`config.mk`:
```
export PLATFORM = sky130hd
export DESIGN_NAME = dmem_bus_arbiter
export DESIGN_NICKNAME = d
export VERILOG_FILES = /design/src/rtl/dmem_arb_pkg.sv /design/src/rtl/dmem_arb_beat_ctr.sv /design/src/rtl/dmem_bus_arbiter.sv
export SDC_FILE = /design/constraint.sdc
export NUM_CORES = 1
export LEC_CHECK = 0
export CORE_AREA = 3 3 117 119
export CTS_CLUSTER_SIZE = 14
export DETAILED_ROUTE_END_ITERATION = 6
export DIE_AREA = 0 0 120 122
export DONT_BUFFER_PORTS = 1
export SLEW_MARGIN = 20
export SYNTH_ARGS = -nofsm -noshare
export SYNTH_HDL_FRONTEND = slang
export SYNTH_SLANG_ARGS = --single-unit
```
`constraint.sdc`:
```
create_clock -name clk -period 3 [get_ports clk]
set_clock_uncertainty 0.2 [all_clocks]
set_input_delay 0 -clock clk [delete_from_list [all_inputs] [get_ports clk]]
set_output_delay 0 -clock clk [all_outputs]
set_load 0.05 [all_outputs]
```
`src/rtl/dmem_arb_pkg.sv`:
```
// Shared constants for the data-memory bus arbiter: FSM encodings and the beat address stride.
package dmem_arb_pkg;

   localparam logic [1:0] ST_IDLE  = 2'd0;
   localparam logic [1:0] ST_BURST = 2'd1;
   localparam logic [1:0] ST_DONE  = 2'd2;

   localparam int ADDR_STEP = 4;

endpackage

```
`src/rtl/dmem_arb_beat_ctr.sv`:
```
// Burst address/beat bookkeeping: word-aligned address that wraps, remaining-beat counter and last flag.
module dmem_arb_beat_ctr
   import dmem_arb_pkg::*;
#(
   parameter int ADDR_W = 32,
   parameter int LEN_W  = 4
) (
   input  logic              clk,
   input  logic              reset,
   input  logic              load,
   input  logic [ADDR_W-1:0] load_addr,
   input  logic [LEN_W-1:0]  load_len,
   input  logic              step,
   output logic [ADDR_W-1:0] cur_addr,
   output logic              last
);

   logic [LEN_W-1:0] remaining;

   always_ff @(posedge clk) begin
      if (!reset) begin
         cur_addr  <= '0;
         remaining <= '0;
      end else if (load) begin
         cur_addr  <= {load_addr[ADDR_W-1:2], 2'b00};
         remaining <= load_len;
      end else if (step) begin
         cur_addr <= cur_addr + ADDR_W'(ADDR_STEP);
         if (remaining != '0)
            remaining <= remaining - 1'b1;
      end
   end

   assign last = (remaining == '0);

endmodule

```
`src/rtl/dmem_bus_arbiter.sv`:
```
// Data-memory arbiter: CPU always wins, DMA bursts fill CPU-idle cycles.
// Optional starvation flag built only when ARB_STARVE_IRQ_EN is defined.
module dmem_bus_arbiter
   import dmem_arb_pkg::*;
#(
   parameter int ADDR_W       = 32,
   parameter int DATA_W       = 32,
   parameter int LEN_W        = 4,
   parameter int STARVE_LIMIT = 16
) (
   input  logic              clk,
   input  logic              reset,
   input  logic [ADDR_W-1:0] cpu_addr,
   input  logic              cpu_read,
   input  logic              cpu_write,
   input  logic [DATA_W-1:0] cpu_wdata,
   output logic [DATA_W-1:0] cpu_rdata,
   input  logic              dma_req,
   input  logic              dma_write,
   input  logic [ADDR_W-1:0] dma_addr,
   input  logic [LEN_W-1:0]  dma_len,
   input  logic [DATA_W-1:0] dma_wdata,
   output logic              dma_beat,
   output logic [DATA_W-1:0] dma_rdata,
   output logic              dma_rvalid,
   output logic              dma_busy,
   output logic              dma_done,
   output logic [ADDR_W-1:0] mem_addr,
   output logic              mem_read,
   output logic              mem_write,
   output logic [DATA_W-1:0] mem_wdata,
   input  logic [DATA_W-1:0] mem_rdata,
   output logic              starve_irq
);

   if (STARVE_LIMIT < 1) begin : g_bad_limit
      $error("STARVE_LIMIT must be at least 1");
   end

   logic [1:0]        state;
   logic              dma_write_q;
   logic              cpu_act;
   logic              load;
   logic              last;
   logic [ADDR_W-1:0] cur_addr;

   assign cpu_act  = cpu_read | cpu_write;
   assign load     = (state == ST_IDLE) && dma_req;
   // No beat may reach memory in a cycle that reset is about to abort.
   assign dma_beat = (state == ST_BURST) && !cpu_act && reset;
   assign dma_busy = (state != ST_IDLE);
   assign dma_done = (state == ST_DONE);
   assign cpu_rdata = mem_rdata;

   dmem_arb_beat_ctr #(
      .ADDR_W (ADDR_W),
      .LEN_W  (LEN_W)
   ) u_beat_ctr (
      .clk       (clk),
      .reset     (reset),
      .load      (load),
      .load_addr (dma_addr),
      .load_len  (dma_len),
      .step      (dma_beat),
      .cur_addr  (cur_addr),
      .last      (last)
   );

   always_ff @(posedge clk) begin
      if (!reset) begin
         state       <= ST_IDLE;
         dma_write_q <= 1'b0;
      end else begin
         case (state)
            ST_IDLE: begin
               if (dma_req) begin
                  state       <= ST_BURST;
                  dma_write_q <= dma_write;
               end
            end
            ST_BURST: begin
               if (dma_beat && last)
                  state <= ST_DONE;
            end
            default: state <= ST_IDLE;
         endcase
      end
   end

   always_ff @(posedge clk) begin
      if (!reset) begin
         dma_rdata  <= '0;
         dma_rvalid <= 1'b0;
      end else begin
         dma_rvalid <= dma_beat && !dma_write_q;
         if (dma_beat && !dma_write_q)
            dma_rdata <= mem_rdata;
      end
   end

   always_comb begin
      mem_addr  = cpu_addr;
      mem_read  = cpu_read;
      mem_write = cpu_write;
      mem_wdata = cpu_wdata;
      if (dma_beat) begin
         mem_addr  = cur_addr;
         mem_read  = !dma_write_q;
         mem_write = dma_write_q;
         mem_wdata = dma_wdata;
      end
   end

`ifdef ARB_STARVE_IRQ_EN
   localparam int CNT_W = $clog2(STARVE_LIMIT + 1);

   logic [CNT_W-1:0] starve_cnt;

   // In BURST without a beat the CPU is necessarily holding the bus.
   always_ff @(posedge clk) begin
      if (!reset) begin
         starve_cnt <= '0;
         starve_irq <= 1'b0;
      end else if (state != ST_BURST || dma_beat) begin
         starve_cnt <= '0;
         if (dma_beat)
            starve_irq <= 1'b0;
      end else begin
         if (starve_cnt != CNT_W'(STARVE_LIMIT))
            starve_cnt <= starve_cnt + 1'b1;
         if (starve_cnt >= CNT_W'(STARVE_LIMIT - 1))
            starve_irq <= 1'b1;
      end
   end
`else
   assign starve_irq = 1'b0;
`endif

endmodule

```
==> parameters.txt, run 1 <==
Parameter                              Value

Global routing
  Grt total ovfl    0
  Wire length of the first global-routing pass    approximately 22000 um
  Maximum number of pins on one net before global-route repair    between 50 and 60
  Vias in the first global route    4551
  Initial antenna violation count    0
  GR Util All Layers    18.7%

Detailed routing
  Wire length per cell    16.2 um
  Number of iterations in the first detailed-routing pass    5
  Final antenna-violating net count    0
  Detailed-route via count    4674
  DRC marker count from the first detailed-route iteration    ~210
  Via-to-Cell Ratio    5.20
  Remaining routing DRC violations    0
  Total routed wirelength    14500 um

Power
  Maximum resistive drop on vdd    323 uV
  Static leakage power    2.64 nW
  Share of total power in sequential cells    32.8%
  Total power    3.21 mW
  Net Sw Frac    roughly 30%
  Pwr per Cell Area    approximately 500 nW/um^2
  Logic pwr share    26.9%
  Internal power component    2.22 mW
  Clock network power share    40.3%
  Switching power    0.994 mW

Floorplan
  Die W    120 um
  Die Area    14600 sq um
  Std-Cell Rows    41
  I/O Pins    305
  Core region area    12700 sq um
  Die height    122 um
  Starting density of the core    33.1%

Clock tree
  Clock buffer count from CTS    9
  Clock insertion delay at the later pin of the skew report    330 ps
  Clock H-tree levels    3
  Count of clock tree sinks    70
  Clock Pin Slew Worst Setup and Hold Paths    60 ps
  # Post-CTS Setup Buffers    0
  Clock root cell    sky130_fd_sc_hd__clkbuf_16
  TritonCTS clock tree    built
  Deepest clock path buffer count    2

Place
  Final GP Congestion    about 0.85
  Number of buffers added on ports    0
  Detailed-placement wirelength estimate    roughly 10000 um
  Post-Place Setup Slack    457 ps
  Placed cells    809

Synth
  Yosys reg bits    70
  Number of warning messages in the yosys log    0
  Cell area after synthesis    4200 sq um
  Mapped Cells    around 640
  Unique cell type count in the Yosys netlist    43
  Register area share after synthesis    around a third
  Commonest register cell after synthesis    sky130_fd_sc_hd__dfxtp_1
  Cell types with the highest counts after synthesis    sky130_fd_sc_hd__nand2_1 (261), sky130_fd_sc_hd__dfxtp_1 (70), sky130_fd_sc_hd__a21oi_1 (59)
  Synth top area share    33.4%
  Dominant cell by count in the synthesized netlist    sky130_fd_sc_hd__nand2_1
  EDFF count, synth    0
  Post-Syn Nets    812
  Share of synthesized flip-flops with an asynchronous set or reset    0%
  Synth area leader    sky130_fd_sc_hd__dfxtp_1
  Synthesized area divided by synthesized cell count    6.57 sq um
  Top post-synthesis cells by area    sky130_fd_sc_hd__dfxtp_1 (33%), sky130_fd_sc_hd__nand2_1 (23%), sky130_fd_sc_hd__a21oi_1 (7.0%)

Cells and area
  Multi-input gate area    between 2000 and 2500 sq um
  Layout cell share with drive strength beyond 1    13.6%
  Post-route insts no fill    between 800 and 900
  Sequential cell area    1400 sq um
  Number of diodes added for antenna fixing    0
  Final Net Count    approximately 900
  Area growth from synthesis to layout    52.6%
  Fillcell total    1148

STA
  RSZ-0062 raised after global routing    false
  Post-layout minimum cycle time    2540 ps
  Final Slew Violations    0
  Peak Freq    0.394 GHz
  Setup-violating endpoint count in the final report    0
  Fin worst setup slack    460 ps
  Setup Total Neg Slack    0 ps
  Worst rel slew slack    35.2%
  Worst-Margin Slew    970 ps
  Share of the clock period used by the worst path    84.7%
  Hold Violations, Final    0

Critical path
  CP arrival    2340 ps
  Type of the setup path with the least slack    reg2out
  Category of the worst setup path launch point    flop
  Critical path fanouts, max    50
  Data required time at the worst endpoint    2800 ps
  Element type at the critical path end    output pin
  Depth of the worst register-to-register path    5

Hold path
  Worst hold-check path type    in2out
  Count of cells along the worst hold path    3

Flow run
  Maximum capacitance violations    0

Run status
  Outcome    finished clean
-- routing by layer --
metal | GRT usage (%) | vias to the layer above | part of all wire (%)
met2 | 32.2 | 247 | 50
li1 | - | 2253 | -
met1 | 22.4 | 2151 | 38
met5 | 0 | - | 0
met3 | 4.74 | 23 | 9.1
met4 | 7.44 | 0 | 2.3
-- critical path, cell delays in order, from the launching register on --
cell and delay [ps]:
sky130_fd_sc_hd__dfxtp_1 320, sky130_fd_sc_hd__nor3b_2 190, sky130_fd_sc_hd__nand2_2 130, sky130_fd_sc_hd__buf_4 390
sky130_fd_sc_hd__buf_4 480, sky130_fd_sc_hd__a21o_1 470
-- power by group through the flow --
| stage | registers, mW | logic, mW | clock network, mW |
|---|---|---|---|
| 2_1_floorplan | 1.06 | 0.520 | 0 |
| 3_3_place_gp | 1.07 | 0.679 | 0 |
| 3_5_place_dp | 1.07 | 0.688 | 0 |
| 4_1_cts | 1.05 | 0.864 | 1.33 |
| 5_1_grt | 1.06 | 0.909 | 1.36 |
| 6_report | 1.05 | 0.865 | 1.29 |
-- registers in the layout, summed over array words and instances (netlist names) --
name,count
dma_rdata,32
u_beat_ctr.cur_addr,30
u_beat_ctr.remaining,4
state,2
dma_rvalid,1
dma_write_q,1
-- cell families after synthesis --
family | count (synthesis) | share of synthesized area, %
AND/OR/NAND/NOR | 349 | 36.0
AO/OA/AOI/OAI | 111 | 14.7
buffers and inverters | 85 | 10.6
flip-flops | 70 | 33.4
XOR/XNOR | 17 | 3.54
adder cells (fa/ha/maj) | 3 | 0.894
multiplexers | 3 | 0.715
other | 1 | 0.0893
-- cell usage in the layout (no fill, tap or decap), drive strengths merged, types with 10 or more instances in the layout --
master / count
dfxtp: 70
a21oi: 59
clkbuf: 10
buf: 74
nand4: 11
nor2: 18
o21ai: 28
xnor2: 12
nor4: 14
dlygate4sd3: 73
nand2: 261
-- what timing repair did --
action                     4_1_cts  5_1_grt
hold endpoints to repair       101        0
hold buffers                    74        0
setup endpoints to repair        0       50
gates resized for setup          0        2
-- metrics by stage --
stage	utilization [%]	area [sq um]	hold WS, ps
3_3_place_gp	41.8	5300	-200
2_1_floorplan	-	4200	-64.0
6_report	50.6	6410	61.6
5_1_grt	50.6	6410	70.5
3_5_place_dp	41.8	5300	-200
4_1_cts	50.5	6400	58.3
-- layout make-up --
type                       count  share of cell area [%]
inverter                       9                   0.527
clock buffer                  10                    3.57
multi-input combinational    484                    36.8
sequential                    70                    21.9
timing repair buffer         148                    31.8
tap                          172                    3.36
clock inverter                 6                    2.09
-- worst paths after layout --
kind | startpoint | end | slack (ps)
worst max-delay path | state[0]$_SDFFE_PN0P_ | mem_addr[21] | 460
worst min-delay path | dma_wdata[27] | mem_wdata[27] | 60
worst max register to register | u_beat_ctr.cur_addr[3]$_SDFFE_PN0P_ | u_beat_ctr.cur_addr[30]$_SDFFE_PN0P_ | 500
worst min register to register | dma_write_q$_SDFFE_PN0P_ | dma_write_q$_SDFFE_PN0P_ | 280
Note: power is estimated with default switching activity, not from simulation.
==> inputs of run 2 (changes only) <==
clock period = 2.62 ns   (was 3 ns; I/O delays follow)
==> parameters.txt, run 2 (synthesis results as in run 1) <==
Parameter                              Value

Detailed routing
  DRC marker count from the first detailed-route iteration    228 (+8.1%)
  Remaining routing DRC violations    0 (unchanged)
  Final antenna-violating net count    0 (unchanged)
  Wire length per cell    16.3 um (+0.92%)
  Via-to-Cell Ratio    5.15 (-0.89%)
  Detailed-route via count    4684 (+0.21%)
  Number of iterations in the first detailed-routing pass    5 (unchanged)
  Total routed wirelength    14800 um (+2.0%)

Cells and area
  Biggest register    dma_rdata
  Area growth from synthesis to layout    55.3%
  Layout cell share with drive strength beyond 1    14.4% (+0.77 points)
  Post-layout util    51.5% (+0.89 points)
  Biggest registers after layout    dma_rdata (32), u_beat_ctr.cur_addr (30), u_beat_ctr.remaining (4)
  Most frequent standard cell in the layout excluding fill and tap cells    sky130_fd_sc_hd__nand2_1
  Number of diodes added for antenna fixing    0 (unchanged)
  Post-route insts no fill    909 (+1.1%)
  Final Net Count    905 (+1.1%)
  Flip-flop count of the largest register after layout    32 (unchanged)
  Commonest cells after routing, fill and taps aside    sky130_fd_sc_hd__nand2_1 (260), sky130_fd_sc_hd__dlygate4sd3_1 (77), sky130_fd_sc_hd__dfxtp_1 (70), sky130_fd_sc_hd__buf_12 (61), sky130_fd_sc_hd__a21oi_1 (59)
  Fillcell total    1125 (-2.0%)

STA
  Share of the clock period used by the worst path    93.6%
  RSZ-0062 raised after global routing    false
  Peak Freq    0.408 GHz
  Fin worst setup slack    168 ps (-292 ps)
  Worst-Margin Slew    612 ps (-358 ps)
  Hold Violations, Final    0 (unchanged)
  Post-layout minimum cycle time    2450 ps
  Final Slew Violations    0 (unchanged)
  Setup Total Neg Slack    0 ps (unchanged)
  Worst hold slack    46.9 ps (-14.7 ps)
  Setup-violating endpoint count in the final report    0 (unchanged)
  Worst rel slew slack    59.0% (+24 points)

Clock tree
  Count of clock tree sinks    70 (unchanged)
  Clock Pin Slew Worst Setup and Hold Paths    60 ps (about the same)
  Clock buffer count from CTS    9 (unchanged)
  Clock root cell    sky130_fd_sc_hd__clkbuf_16
  Deepest clock path buffer count    2 (unchanged)
  TritonCTS clock tree    built
  Clock insertion delay at the later pin of the skew report    330 ps (about the same)
  Clock H-tree levels    3 (unchanged)

Critical path
  Type of the setup path with the least slack    reg2reg
  Data required time at the worst endpoint    2700 ps (-100 ps)
  Critical path fanouts, max    4 (-92%)
  Category of the worst setup path launch point    flop
  Element type at the critical path end    flop
  CP arrival    2530 ps (+190 ps)

Power
  Maximum resistive drop on vdd    312 uV (-3.3%)
  Pwr per Cell Area    556 nW/um^2 (+11%)
  Static leakage power    2.69 nW (+1.8%)

Place
  Final GP Congestion    0.821 (-3.0%)
  Post-Place Setup Slack    170 ps (-287 ps)
  Placed cells    813 (+0.49%)
  Number of buffers added on ports    0 (unchanged)
  Detailed-placement wirelength estimate    10500 um (+0.62%)

Global routing
  Initial antenna violation count    0 (unchanged)
  Maximum number of pins on one net before global-route repair    91 (+78%)
  Wire length of the first global-routing pass    22800 um (+2.7%)
  Grt total ovfl    0 (unchanged)
  Vias in the first global route    4624 (+1.6%)
  GR Util All Layers    19.2% (+0.50 points)

Floorplan
  Die W    120 um (unchanged)
  I/O Pins    305 (unchanged)
  Die Area    14600 sq um (unchanged)
  Core region area    12700 sq um (unchanged)
  Die height    122 um (unchanged)
  Starting density of the core    33.1% (unchanged)
  Std-Cell Rows    41 (unchanged)

Hold path
  Worst hold-check path type    in2out

Flow run
  Maximum capacitance violations    0 (unchanged)

Run status
  Outcome    finished clean
[run 2: changes by cell type in the layout (fill, tap and decap cells not counted), sizes merged]
cell	before	now
buf	74	80
dlygate4sd3	73	77
bufinv	4	3
clkbuf	10	11
clkinvlp	0	1
inv	9	8
[run 2: area by class of cell]
class / instances / area [sq um] / share of cell area (%)
multi-input cells: 484 / 2370 / 36.4
repair buffers: 158 / 2150 / 33.0
flip-flops and latches: 70 / 1400 / 21.5
clock buffers: 11 / 243 / 3.72
well taps: 172 / 215 / 3.30
clock inverters: 5 / 106 / 1.63
inverters: 9 / 35.0 / 0.537
[run 2: stage by stage]
| stage | total power [mW] | area, sq um |
|---|---|---|
| finish | 3.63 | 6520 |
| global route | 3.76 | 6520 |
| CTS | 3.66 | 6490 |
| detailed placement | 2.02 | 5350 |
| global placement | 2.01 | 5350 |
| floorplan | 1.80 | 4200 |
[run 2: power by group]
| group | switching [mW] | internal (mW) |
|---|---|---|
| clock network | 0.453 | 0.957 |
| logic | 0.590 | 0.415 |
| registers | 0.0938 | 1.12 |
| total | 1.14 | 2.49 |
[run 2: worst paths after layout]
kind | start | to | slack [ps] | cells past startpoint
min | cpu_write | mem_write | 50 | 2
min reg2reg | u_beat_ctr.remaining[2]$_SDFFE_PN0P_ | u_beat_ctr.remaining[2]$_SDFFE_PN0P_ | 330 | 2
max | state[1]$_SDFFE_PN0P_ | dma_write_q$_SDFFE_PN0P_ | 170 | 7
max reg2reg | state[1]$_SDFFE_PN0P_ | dma_write_q$_SDFFE_PN0P_ | 170 | 7
[run 2: critical path: stages, from the launching register on]
cell	delay, ps
sky130_fd_sc_hd__dfxtp_1	330
sky130_fd_sc_hd__or2_2	340
sky130_fd_sc_hd__nor2_2	130
sky130_fd_sc_hd__buf_6	120
sky130_fd_sc_hd__nand2_1	40
sky130_fd_sc_hd__dlygate4sd3_1	550
sky130_fd_sc_hd__a21oi_1	130
sky130_fd_sc_hd__dlygate4sd3_1	550
[run 2: metal layers]
metal  global-route usage [%]  up-vias  part of all wire, %  wire (um)
met5                        0        -                    0          0
met4                     8.73        0                  2.6        391
met3                     5.06       32                  8.6       1280
met2                     33.3      257                   50       7390
met1                     22.3     2118                   39       5780
li1                         -     2277                    -          -
[run 2: repair_timing]
| action | in CTS | in global routing |
|---|---|---|
| gates resized for setup | 1 | 6 |
| hold buffers | 78 | 0 |
| buffers inserted | 0 | 2 |
| hold endpoints to repair | 101 | 0 |
| endpoints found under the setup margin | 14 | 57 |
| pin swaps | 0 | 0 |
==> inputs of run 3 (changes only) <==
GPL_TIMING_DRIVEN = 0   (was default)
==> parameters.txt, run 3 (synthesis results as in run 1) <==
Parameter                              Value

Critical path
  Setup slack of the most critical reg-to-reg path    110 ps (-60 ps)
  Crit path max-delay cell type    sky130_fd_sc_hd__dlygate4sd3_1
  CP Cell Sequence    and4_2 -> nand4_4 -> nor4_2 -> mux2i_1 -> a311o_1 -> dlygate4sd3_1
  Type of the setup path with the least slack    reg2reg
  CP arrival    2530 ps (about the same)
  Critical path fanouts, max    8 (+4)
  Element type at the critical path end    flop
  Data required time at the worst endpoint    2640 ps (-60 ps)
  Maximum cell stage delay along the critical path    560 ps (about the same)
  Category of the worst setup path launch point    flop

Cells and area
  Layout cell share with drive strength beyond 1    19.5% (+5.1 points)
  Commonest cells after routing, fill and taps aside    sky130_fd_sc_hd__nand2_1 (203), sky130_fd_sc_hd__dlygate4sd3_1 (72), sky130_fd_sc_hd__dfxtp_1 (68), sky130_fd_sc_hd__a21oi_1 (59), sky130_fd_sc_hd__nand2_2 (47)
  Number of diodes added for antenna fixing    0 (unchanged)
  Final Net Count    896 (-0.99%)
  Biggest register    dma_rdata
  Biggest registers after layout    dma_rdata (32), u_beat_ctr.cur_addr (30), u_beat_ctr.remaining (4)
  Fillcell total    1274 (+13%)
  Flip-flop count of the largest register after layout    32 (unchanged)
  Area growth from synthesis to layout    35.6%
  Multi-input gate area    2600 sq um (+9.8%)
  Sequential cell area    1400 sq um (+0.18%)
  Most frequent standard cell in the layout excluding fill and tap cells    sky130_fd_sc_hd__nand2_1

Floorplan
  Die height    122 um (unchanged)
  Core region area    12700 sq um (unchanged)
  I/O Pins    305 (unchanged)
  Starting density of the core    33.1% (unchanged)
  Die Area    14600 sq um (unchanged)
  Std-Cell Rows    41 (unchanged)
  Die W    120 um (unchanged)

STA
  Post-layout minimum cycle time    2510 ps (+57.5 ps)
  Worst hold slack    3.63 ps (-43.3 ps)
  Final Slew Violations    0 (unchanged)
  Hold Violations, Final    0 (unchanged)
  Peak Freq    0.398 GHz (-2.3%)
  Worst rel slew slack    36.7% (-22 points)
  Fin worst setup slack    110 ps (-57.5 ps)
  Share of the clock period used by the worst path    95.8% (+2.2 points)
  Worst-Margin Slew    947 ps (+335 ps)
  Setup-violating endpoint count in the final report    0 (unchanged)

Place
  Detailed-placement wirelength estimate    11700 um (+11%)
  Final GP Congestion    0.872 (+6.2%)
  Post-Place Setup Slack    -672 ps (-842 ps)
  Number of buffers added on ports    0 (unchanged)

Detailed routing
  Detailed-route via count    4677 (-0.15%)
  Remaining routing DRC violations    0 (unchanged)
  Number of iterations in the first detailed-routing pass    4 (-1)
  Via-to-Cell Ratio    5.20 (+0.85%)
  Wire length per cell    17.4 um (+6.8%)
  Final antenna-violating net count    0 (unchanged)
  Total routed wirelength    15700 um (+5.7%)
  DRC marker count from the first detailed-route iteration    216 (-5.3%)

Global routing
  Grt total ovfl    0 (unchanged)
  Vias in the first global route    4439 (-4.0%)
  Maximum number of pins on one net before global-route repair    12 (-87%)
  Wire length of the first global-routing pass    23200 um (+1.8%)
  GR Util All Layers    20.0% (+0.81 points)
  Initial antenna violation count    0 (unchanged)

Clock tree
  Clock Pin Slew Worst Setup and Hold Paths    60 ps (about the same)
  Clock root cell    sky130_fd_sc_hd__clkbuf_16
  Clock insertion delay at the later pin of the skew report    330 ps (about the same)
  Deepest clock path buffer count    2 (unchanged)
  Count of clock tree sinks    70 (unchanged)
  Clock buffer count from CTS    9 (unchanged)
  Clock H-tree levels    3 (unchanged)
  TritonCTS clock tree    built

Flow run
  Maximum capacitance violations    0 (unchanged)

Power
  Static leakage power    2.25 nW (-16%)
  Maximum resistive drop on vdd    276 uV (-12%)
  Pwr per Cell Area    552 nW/um^2 (-0.76%)

Hold path
  Worst hold-check path type    in2out

Run status
  Outcome    finished clean
-- run 3: cell types whose count changed in the layout (fill, tap and decap cells not counted), sizes merged --
cell,change
buf,-35
inv,+1
dlygate4sd3,-5
clkinv,+1
clkbuf,+33
dlymetal6s4s,-1
bufinv,-3
-- run 3: routing by layer --
| metal | global-route usage, % | vias to the layer above | part of all wire [%] |
|---|---|---|---|
| li1 | - | 2260 | - |
| met1 | 23.8 | 2138 | 40 |
| met2 | 34.6 | 248 | 49 |
| met3 | 4.36 | 31 | 8.3 |
| met4 | 9.38 | 0 | 2.5 |
| met5 | 0 | - | 0 |
-- run 3: final timing paths --
kind,startpoint,end,cells past startpoint
worst max-delay path,u_beat_ctr.cur_addr[10]$_SDFFE_PN0P_,u_beat_ctr.cur_addr[28]$_SDFFE_PN0P_,6
worst min-delay path,cpu_addr[5],mem_addr[5],2
worst max register to register,u_beat_ctr.cur_addr[10]$_SDFFE_PN0P_,u_beat_ctr.cur_addr[28]$_SDFFE_PN0P_,6
worst min register to register,dma_write_q$_SDFFE_PN0P_,dma_write_q$_SDFFE_PN0P_,2
-- run 3: through the flow --
stage          power, mW  TNS [ps]  cell area (sq um)  utilization, %  std cells
3_5_place_dp        1.90    -18780               4420            34.8        811
4_1_cts             3.16         0               5610            44.2        899
2_1_floorplan       1.80     -46.2               4200               -        639
3_3_place_gp        1.89    -18540               4420            34.8        811
5_1_grt             3.27     -3.72               5700            45.0        900
6_report            3.14         0               5700            45.0        900
-- run 3: what timing repair did --
action                                 in CTS  in global routing
hold buffers                               72                  0
pin swaps                                   1                  2
setup endpoints to repair                  93                 79
gates resized for setup                    79                 34
buffers inserted                            0                  1
endpoints found under the hold margin     100                  0
-- run 3: layout make-up --
cell class,count,area share (%)
flip-flops and latches,70,24.6
well taps,172,3.78
multi-input cells,484,45.7
plain buffers,76,7.80
repair buffers,73,12.8
clock buffers,12,4.33
clock inverters,4,0.395
inverters,9,0.593
-- run 3: critical path: cells and delay by family (launching register included) --
family,cells,cell delay (ps)
flip-flops,1,420
AO/OA/AOI/OAI,1,330
AND/OR/NAND/NOR,3,760
multiplexers,1,130
buffers and inverters,1,560
-- run 3: where the power goes --
group / switching (mW) / leakage (nW) / internal [mW]
clock network: 0.458 / 0.132 / 0.662
logic: 0.589 / 1.54 / 0.228
registers: 0.0878 / 0.573 / 1.12
